==> src/rtl/setpoint_stepper.sv <==
// -----------------------------------------------------------------------------
// setpoint_stepper
//
// Turns the auto-repeat up/down pulse streams from the button pulse generator
// into a clamped, registered setpoint. Same-direction pulses that arrive close
// together form a run. The first AccelCount pulses of a run step by StepSmall
// and later pulses step by StepLarge. A run ends in three ways: a pause longer
// than MaxGap cycles, a reversal of direction, or a load.
//
// Ports
//   Clock       in   1      system clock, rising edge
//   nReset      in   1      synchronous active-low reset
//   iUp         in   1      up pulse stream (rising edges counted)
//   iDown       in   1      down pulse stream (rising edges counted)
//   iLoad       in   1      synchronous load strobe, beats pulses
//   iLoadValue  in   Width  value to load (clamped into range)
//   oValue      out  Width  current setpoint
//   oChanged    out  1      strobe in the first cycle a new value is shown
//   oAtMin      out  1      oValue == MinValue
//   oAtMax      out  1      oValue == MaxValue
//   oFast       out  1      large-step mode active
// -----------------------------------------------------------------------------
module setpoint_stepper #(
  parameter int ClockPeriod_ns = 20,
  parameter int GapInterval_ns = 300_000_000,
  parameter int Width          = 16,
  parameter int MinValue       = 0,
  parameter int MaxValue       = 1000,
  parameter int InitValue      = 0,
  parameter int StepSmall      = 1,
  parameter int StepLarge      = 10,
  parameter int AccelCount     = 8
) (
  input  logic             Clock,
  input  logic             nReset,
  input  logic             iUp,
  input  logic             iDown,
  input  logic             iLoad,
  input  logic [Width-1:0] iLoadValue,
  output logic [Width-1:0] oValue,
  output logic             oChanged,
  output logic             oAtMin,
  output logic             oAtMax,
  output logic             oFast
);

  localparam int MaxGap = GapInterval_ns / ClockPeriod_ns;
  // The timer only ever holds 0 .. MaxGap-1; it restarts on timeout.
  localparam int GapW   = (MaxGap > 1) ? $clog2(MaxGap) : 1;
  localparam int RunW   = $clog2(AccelCount + 1);

  localparam logic [Width-1:0] MinV   = Width'(MinValue);
  localparam logic [Width-1:0] MaxV   = Width'(MaxValue);
  localparam logic [Width-1:0] InitV  = Width'(InitValue);
  localparam logic [Width-1:0] SmallV = Width'(StepSmall);
  localparam logic [Width-1:0] LargeV = Width'(StepLarge);
  localparam logic [RunW-1:0]  AccV   = RunW'(AccelCount);
  localparam logic [GapW-1:0]  GapEnd = GapW'(MaxGap - 1);

  typedef enum logic [1:0] {
    ST_IDLE = 2'd0,
    ST_SLOW = 2'd1,
    ST_FAST = 2'd2
  } state_t;

  // One extra bit of headroom, so the sum can never wrap past MaxValue.
  function automatic logic [Width-1:0] add_clamp(input logic [Width-1:0] v,
                                                 input logic [Width-1:0] s);
    logic [Width:0] sum;
    sum = {1'b0, v} + {1'b0, s};
    if (sum > {1'b0, MaxV}) return MaxV;
    return sum[Width-1:0];
  endfunction

  // The comparison is against MinValue + step, so v - s never underflows.
  function automatic logic [Width-1:0] sub_clamp(input logic [Width-1:0] v,
                                                 input logic [Width-1:0] s);
    logic [Width:0] lim;
    lim = {1'b0, MinV} + {1'b0, s};
    if ({1'b0, v} < lim) return MinV;
    return v - s;
  endfunction

  function automatic logic [Width-1:0] range_clamp(input logic [Width-1:0] v);
    if (v < MinV) return MinV;
    if (v > MaxV) return MaxV;
    return v;
  endfunction

  state_t           state_q, state_d;
  logic [Width-1:0] value_q, value_d;
  logic             changed_q, changed_d;
  logic [RunW-1:0]  run_q, run_d;
  logic [GapW-1:0]  gap_q, gap_d;
  logic             dir_q, dir_d;      // 1 = up
  logic             up_hist_q, dn_hist_q;

  logic             up_edge, dn_edge, same_run;
  logic [Width-1:0] step;

  // State register (all sequential state).
  always_ff @(posedge Clock) begin
    if (!nReset) begin
      state_q   <= ST_IDLE;
      value_q   <= InitV;
      changed_q <= 1'b0;
      run_q     <= '0;
      gap_q     <= '0;
      dir_q     <= 1'b1;
      // Start high, so an input held through reset release is not an edge.
      up_hist_q <= 1'b1;
      dn_hist_q <= 1'b1;
    end else begin
      state_q   <= state_d;
      value_q   <= value_d;
      changed_q <= changed_d;
      run_q     <= run_d;
      gap_q     <= gap_d;
      dir_q     <= dir_d;
      up_hist_q <= iUp;
      dn_hist_q <= iDown;
    end
  end

  // Next-state logic: load > pulse edges > gap timeout.
  always_comb begin
    up_edge  = iUp & ~up_hist_q;
    dn_edge  = iDown & ~dn_hist_q;
    same_run = (state_q != ST_IDLE) && (dir_q == up_edge);
    // Step size is decided from the state before this pulse is counted.
    step     = (state_q == ST_FAST && same_run) ? LargeV : SmallV;
    value_d  = value_q;
    run_d    = run_q;
    gap_d    = gap_q;
    dir_d    = dir_q;

    if (iLoad) begin
      value_d = range_clamp(iLoadValue);
      run_d   = '0;
      gap_d   = '0;
    end else if (up_edge && dn_edge) begin
      // Conflicting request: no step, just end the run.
      run_d = '0;
      gap_d = '0;
    end else if (up_edge || dn_edge) begin
      value_d = up_edge ? add_clamp(value_q, step) : sub_clamp(value_q, step);
      if (same_run) run_d = (run_q == AccV) ? run_q : run_q + RunW'(1);
      else          run_d = RunW'(1);
      dir_d = up_edge;
      gap_d = '0;
    end else if (state_q != ST_IDLE) begin
      if (gap_q == GapEnd) begin
        run_d = '0;
        gap_d = '0;
      end else begin
        gap_d = gap_q + GapW'(1);
      end
    end

    changed_d = (value_d != value_q);

    if (run_d == '0)       state_d = ST_IDLE;
    else if (run_d == AccV) state_d = ST_FAST;
    else                    state_d = ST_SLOW;
  end

  // Outputs.
  always_comb begin
    oValue   = value_q;
    oChanged = changed_q;
    oFast    = (state_q == ST_FAST);
    oAtMin   = (value_q == MinV);
    oAtMax   = (value_q == MaxV);
  end

endmodule

==> config.mk <==
export PLATFORM = sky130hd
export DESIGN_NAME = setpoint_stepper
export DESIGN_NICKNAME = d
export VERILOG_FILES = /design/src/rtl/setpoint_stepper.sv
export SDC_FILE = /design/constraint.sdc
export NUM_CORES = 1
export LEC_CHECK = 0
export ABC_AREA = 1
export BUFFER_PORTS_ARGS = -buffer_cell sky130_fd_sc_hd__buf_2
export CORE_ASPECT_RATIO = 1.2
export CORE_MARGIN = 10
export CORE_UTILIZATION = 50
export CTS_CLUSTER_DIAMETER = 150
export CTS_CLUSTER_SIZE = 12
export DETAILED_ROUTE_END_ITERATION = 8
export PLACE_DENSITY = 0.69
export SETUP_SLACK_MARGIN = 0.3
export SLEW_MARGIN = 10
export SYNTH_ARGS = -nofsm -noshare
export SYNTH_HDL_FRONTEND = slang
export SYNTH_SLANG_ARGS = --single-unit
==> constraint.sdc <==
create_clock -name Clock -period 10.6 [get_ports Clock]
set_clock_uncertainty 0.2 [all_clocks]
set_input_delay 0.53 -clock Clock [delete_from_list [all_inputs] [get_ports Clock]]
set_output_delay 0.53 -clock Clock [all_outputs]
set_load 0.005 [all_outputs]
== Word level (Yosys, flattened, before mapping) ==
Cells that the tools add are included.
W data, S select, Z words.

* Register bits after elaboration: 50
* Bits in latches: 0
* RAM bits: 0
* Bits in read-only memories: 0
* Bits of input ports: 21
* Output and inout bits: 20
* Word-level logic and storage cells: 75
* Memories kept: 0

* $add $sub $neg: 4
* $mul: 0
* Divide/modulo/power cells: 0
* $lt $le $gt $ge: 4
* Equality and inequality tests: 7
* Shift-type cells: 0
* Muxes and demuxes: 35
* Bitwise gates (word level): 7
* Reductions and logical operators: 10

{| class="wikitable"
|+ Operators by type and width
! cell !! number
|-
| $mux W16 || 12
|-
| $mux W4 || 8
|-
| $add A24 B1 Y24 const B || 1
|-
| $eq A24 B24 Y1 const B || 1
|-
| $mux W24 || 1
|-
| $add A16 B4 Y17 || 1
|-
| $gt A17 B10 Y1 const B || 1
|-
| $eq A16 B10 Y1 const B || 1
|-
| $gt A16 B10 Y1 const B || 1
|-
| $logic_not A16 Y1 || 1
|-
| $lt A16 B1 Y1 const B || 1
|-
| $lt A16 B4 Y1 || 1
|-
| $ne A16 B16 Y1 || 1
|-
| $sub A16 B4 Y16 || 1
|-
| $mux W1 || 13
|-
| $eq A4 B4 Y1 const B || 2
|-
| $not A1 Y1 || 5
|-
| $add A4 B1 Y4 const B || 1
|-
| $logic_not A4 Y1 || 1
|-
| $reduce_or A4 Y1 || 1
|-
| $logic_and A1 B1 Y1 || 3
|-
| $reduce_and A3 Y1 || 1
|-
| $and A1 B1 Y1 || 2
|-
| $eq A2 B2 Y1 const B || 1
|-
| other kinds (5) || 5
|}

== Longest topological paths before layout ==
* Depth after elaboration: 18
* Gate-level depth with buffers: 29
* Mapped depth without buffers: 29

== Worst setup path before layout ==
Ideal clock, no wire load.

* Kind: input to register
* From: input iUp
* To: register changed_q (netlist: oChanged)
* Setup time: 0.109 ns
* Data arrival time: 3.264 ns
* Data required time: 10.291 ns
* Slack: 7.027 ns
* Stages on the path: 27
* Buffers on the path: 0
* Path through: inv_2 nor2_2 xor2_1 nor2_1 nand2_1 ha_1 inv_1 fa_1 inv_1 nand2_1 a21oi_1 nand3_2 inv_2 nand2_1 nand2_2 inv_2 nand2_1 o21bai_2 nand2_2 nand2_2 nand2_1 nand2_1 nand3_1 nor2_1 nand3_1 nand2_1 inv_1

* Longest elaborated chain between the ends: 17
* Elaborated cells on any way between the ends: 26
* Those cells by class: add/sub: 2; order compare: 2; eq/ne: 2; mux: 15; bitwise: 1; reduce/logical: 4

{| class="wikitable"
|+ Ends and longest elaborated chain
! what !! line !! RTL
|-
| start: declaration || 36 || <nowiki>input logic iUp,</nowiki>
|-
| $and A1 B1 Y1 * || 127 || <nowiki>up_edge = iUp & ~up_hist_q;</nowiki>
|-
| $eq A1 B1 Y1 || 129 || <nowiki>same_run = (state_q != ST_IDLE) && (dir_q == up_edge);</nowiki>
|-
| $logic_and A1 B1 Y1 || 129 ||
|-
| $logic_and A1 B1 Y1 || 131 || <nowiki>step = (state_q == ST_FAST && same_run) ? LargeV : SmallV;</nowiki>
|-
| $mux W4 || 131 ||
|-
| $add A16 B4 Y17 || 70 || <nowiki>sum = {1'b0, v} + {1'b0, s};</nowiki>
|-
| $gt A17 B10 Y1 || 71 || <nowiki>if (sum > {1'b0, MaxV}) return MaxV;</nowiki>
|-
| $mux W1 || 71 ||
|-
| $mux W1 || 145 || <nowiki>end else if (up_edge || dn_edge) begin</nowiki>
|-
| $mux W1 || 141 || <nowiki>end else if (up_edge && dn_edge) begin</nowiki>
|-
| $mux W1 || 137 || <nowiki>if (iLoad) begin</nowiki>
|-
| $mux W16 || 72 || <nowiki>return sum[Width-1:0];</nowiki>
|-
| $mux W16 || 146 || <nowiki>value_d = up_edge ? add_clamp(value_q, step) : sub_clamp(value_q, step);</nowiki>
|-
| $mux W16 || 145 ||
|-
| $mux W16 * || 141 ||
|-
| $mux W16 * || 137 ||
|-
| $ne A16 B16 Y1 * || 160 || <nowiki>changed_d = (value_d != value_q);</nowiki>
|-
| end signal: assignment || 116 || <nowiki>changed_q <= changed_d;</nowiki>
|-
| end: declaration || 92 || <nowiki>logic changed_q, changed_d;</nowiki>
|}

Mark *: on every way between the ends. The rest lies on a longest branch, timed or not. The select of a mux whose other input is x is not followed.
A chain may end at the register's enable or synchronous reset.

== Final worst setup path ==
* From: register up_hist_q
* To: register changed_q (netlist: oChanged)

* Longest elaborated chain between the ends: 18
* Elaborated cells on any way between the ends: 27
* Those cells by class: add/sub: 2; order compare: 2; eq/ne: 2; mux: 15; bitwise: 2; reduce/logical: 4

{| class="wikitable"
|+ Ends and longest elaborated chain
! what !! line !! RTL
|-
| start: declaration || 96 || <nowiki>logic up_hist_q, dn_hist_q;</nowiki>
|-
| start signal: assignment || 120 || <nowiki>up_hist_q <= iUp;</nowiki>
|-
| $not A1 Y1 * || 127 ||
|-
| $and A1 B1 Y1 * || 127 ||
|-
| $eq A1 B1 Y1 || 129 ||
|-
| $logic_and A1 B1 Y1 || 129 ||
|-
| $logic_and A1 B1 Y1 || 131 ||
|-
| $mux W4 || 131 ||
|-
| $add A16 B4 Y17 || 70 ||
|-
| $gt A17 B10 Y1 || 71 ||
|-
| [2 not listed] || - ||
|-
| $mux W1 || 141 ||
|-
| $mux W1 || 137 ||
|-
| $mux W16 || 72 ||
|-
| $mux W16 || 146 ||
|-
| $mux W16 || 145 ||
|-
| $mux W16 * || 141 ||
|-
| $mux W16 * || 137 ||
|-
| $ne A16 B16 Y1 * || 160 ||
|}

Marked as above.

==> run summary <==
status: completed
final worst-path setup slack: 6.09 ns
total routed wirelength: 12800 um
Post-synth EDFFs: 0
Worst-Skew Late Latency: 0.31 ns
# Max-Cap Violations: 0
cell taking the most area after synthesis: dfxtp_1
maximum vdd drop: 54.7 uV
static leakage: 2.08 nW
layout cells sized above 1: 0.151
routed length per placed instance: 14.7 um
Area growth syn-to-layout: 8.45%
Sum Neg Setup Slack: 0 ns
TritonCTS clock tree: yes
slowest stage delay, CP: 0.47 ns
Non-Filler Instances: 870
CTS clock-pin slew for the worst setup and hold paths: 0.10 ns
Yosys top cell area share: 0.234
placed cells: 862
core region area: 0.00824 mm^2
starting density of the core: 0.519
initial antenna violation count: 0
Slew @ Worst Pin: 0.781 ns
Synth async-reset ratio: 0
post-cts resize count: 0
GRT overflow: 0
Root Driver: clkbuf_8
1st-pass router iterations: 5
Max Freq: 222 MHz
crit-path most repeated cell: nand2_1
Post-synth top flop: dfxtp_1
crit path launch type: flop
crit end category: flop
GRT Total Usage: 0.202
syn_nets: 757
Crit path required time: 10.62 ns
die area: 0.0127 mm^2
number of diodes: 0
Final period util: 0.426
fill cell count: 875
CP Max Fanout: 12
CTS H-tree depth: 2
worst hold path type: input pin to flop
Avg Synthesized Cell Area: 5.90 um^2
Die H: 121 um
Die X-Extent: 104 um
Place WS: 5.82 ns
CP Data Arrival Time: 4.54 ns
min cycle time layout: 4.51 ns
Ys Warns: 0
footprint of the multi-input gates: 0.00284 mm^2
I/O Buffers: 40
Post-CTS Hold Buffers: 0
DRT antenna net count: 0
critical path class: flop to flop
clock buffer depth: 2
gpl congestion: 0.985
total CTS buffers: 5
Slew Limit Fails: 0
largest net degree at the start of global routing: 27
sequential fraction of the synthesis area: 0.234
PwrDens: 95.7 mW/mm^2
vias in the first global route: 4585
DP HPWL: 10300 um
Vias/cell: 5.36
CP max stage cell: nor2_2
Area contributors post-synth: dfxtp_1 23%, nand2_1 17%, nor2_1 9.0%
Post-Synthesis Cells: 725
number of DRC markers in iteration 0: 348
Rel. slew slack: 0.476
IO Count: 41
via count: 4665
Setup Viol. Count Final: 0
mapped cell area: 0.00428 mm^2
Post-CTS Setup Bufs: 0
FF+latch area: 0.00100 mm^2
PnR Total Power: 0.444 mW
DRC: 0
Site Rows: 36
Hold Vio Cnt, Final: 0
RSZ-0062 raised after global routing: no
Synth cell types: 43
Nets: 787
Fin Hold WS: 0.202 ns
first-pass GRT wire length: 21500 um
Yosys reg bits: 50
CTS sink count: 50
-- per-stage QoR --
step | util | cell area, um^2
2_1_floorplan | - | 4280
3_3_place_gp | 0.550 | 4530
6_report | 0.563 | 4640
5_1_grt | 0.563 | 4640
4_1_cts | 0.563 | 4640
3_5_place_dp | 0.550 | 4530
-- per-layer routing --
metal | global-route usage | wire length, um | part of all wire | up-vias
met5 | 0 | 0 | 0 | -
met3 | 0.0260 | 604 | 0.047 | 30
met2 | 0.371 | 6400 | 0.50 | 101
met1 | 0.231 | 5390 | 0.42 | 2134
li1 | - | - | - | 2400
met4 | 0.0819 | 424 | 0.033 | 0
-- final timing paths --
check | from | endpoint | slack, ns | depth (start not counted)
setup / recovery | up_hist_q | oChanged | 6.09 | 27
hold reg to reg | gap_q[4] | gap_q[4] | 0.28 | 2
setup reg to reg | up_hist_q | oChanged | 6.09 | 27
hold / removal | iUp | up_hist_q | 0.20 | 3
-- critical path, delay by kind of cell (launching register included) --
family | cells | cell delay (ns)
xor+xnor | 1 | 0.19
flops | 1 | 0.32
fa+ha+maj | 2 | 0.67
buf+inv | 4 | 0.27
simple gates | 20 | 2.77
-- logic make-up after synthesis --
kind of cell               count (synthesis)  share of synthesized area
buffers and inverters                    108                      0.102
adders and majority gates                 11                     0.0357
and+or+nand+nor                          471                      0.505
DFF                                       50                      0.234
AOI/OAI and AO/OA                         70                     0.0932
xor gates and xnor gates                  15                     0.0307
-- registers in the layout (all words and copies together) (netlist names) --
| signal | count |
|---|---|
| oValue | 16 |
| oChanged | 1 |
| gap_q | 24 |
| dir_q | 1 |
| state_q | 2 |
| up_hist_q | 1 |
| dn_hist_q | 1 |
| run_q | 4 |
-- cells in the mapped netlist (all sizes together) (3+ instances only) --
master    n
nand3    84
nor4      6
inv      89
dfxtp    50
clkbuf    5
nor3b     3
xor2     13
nand4    22
a211oi    3
buf      13
nor2    120
nor3     12
ha        9
nand2   220
o21ai    33
a21oi    21
-- power breakdown --
group / internal (mW) / leakage [nW] / switching (mW)
Clock: 0.0705 / 0.0514 / 0.0673
Combinational: 0.0339 / 1.62 / 0.0688
Sequential: 0.192 / 0.407 / 0.0112
Total: 0.297 / 2.08 / 0.147
-- final cells by class --
| class | instances | area share |
|---|---|---|
| Multi-Input combinational cell | 567 | 0.612 |
| Tap cell | 114 | 0.0307 |
| Timing Repair Buffer | 41 | 0.0447 |
| Clock buffer | 6 | 0.0156 |
| Inverter | 90 | 0.0728 |
| Clock inverter | 2 | 0.00809 |
| Sequential cell | 50 | 0.216 |
-- placed cells by master, fill, tap and decap left out, types with 3 or more instances in the layout --
master | Yosys | final
nor2_1 | 103 | 103
inv_2 | 13 | 13
a21oi_1 | 20 | 20
nor3_1 | 12 | 12
xor2_1 | 13 | 13
nor2_2 | 13 | 13
nand3_2 | 7 | 7
o21ai_0 | 28 | 28
nand2_2 | 24 | 24
o21ai_1 | 5 | 5
nand4_1 | 22 | 22
inv_1 | 76 | 76
a211oi_1 | 3 | 3
nand2_1 | 195 | 195
ha_1 | 9 | 9
nand3_1 | 76 | 76
clkbuf_8 | 0 | 5
nor2_4 | 4 | 4
buf_2 | 7 | 40
dfxtp_1 | 50 | 50
nor4_1 | 6 | 6
nor3b_1 | 3 | 3
Power figures use the tool's default switching activity.
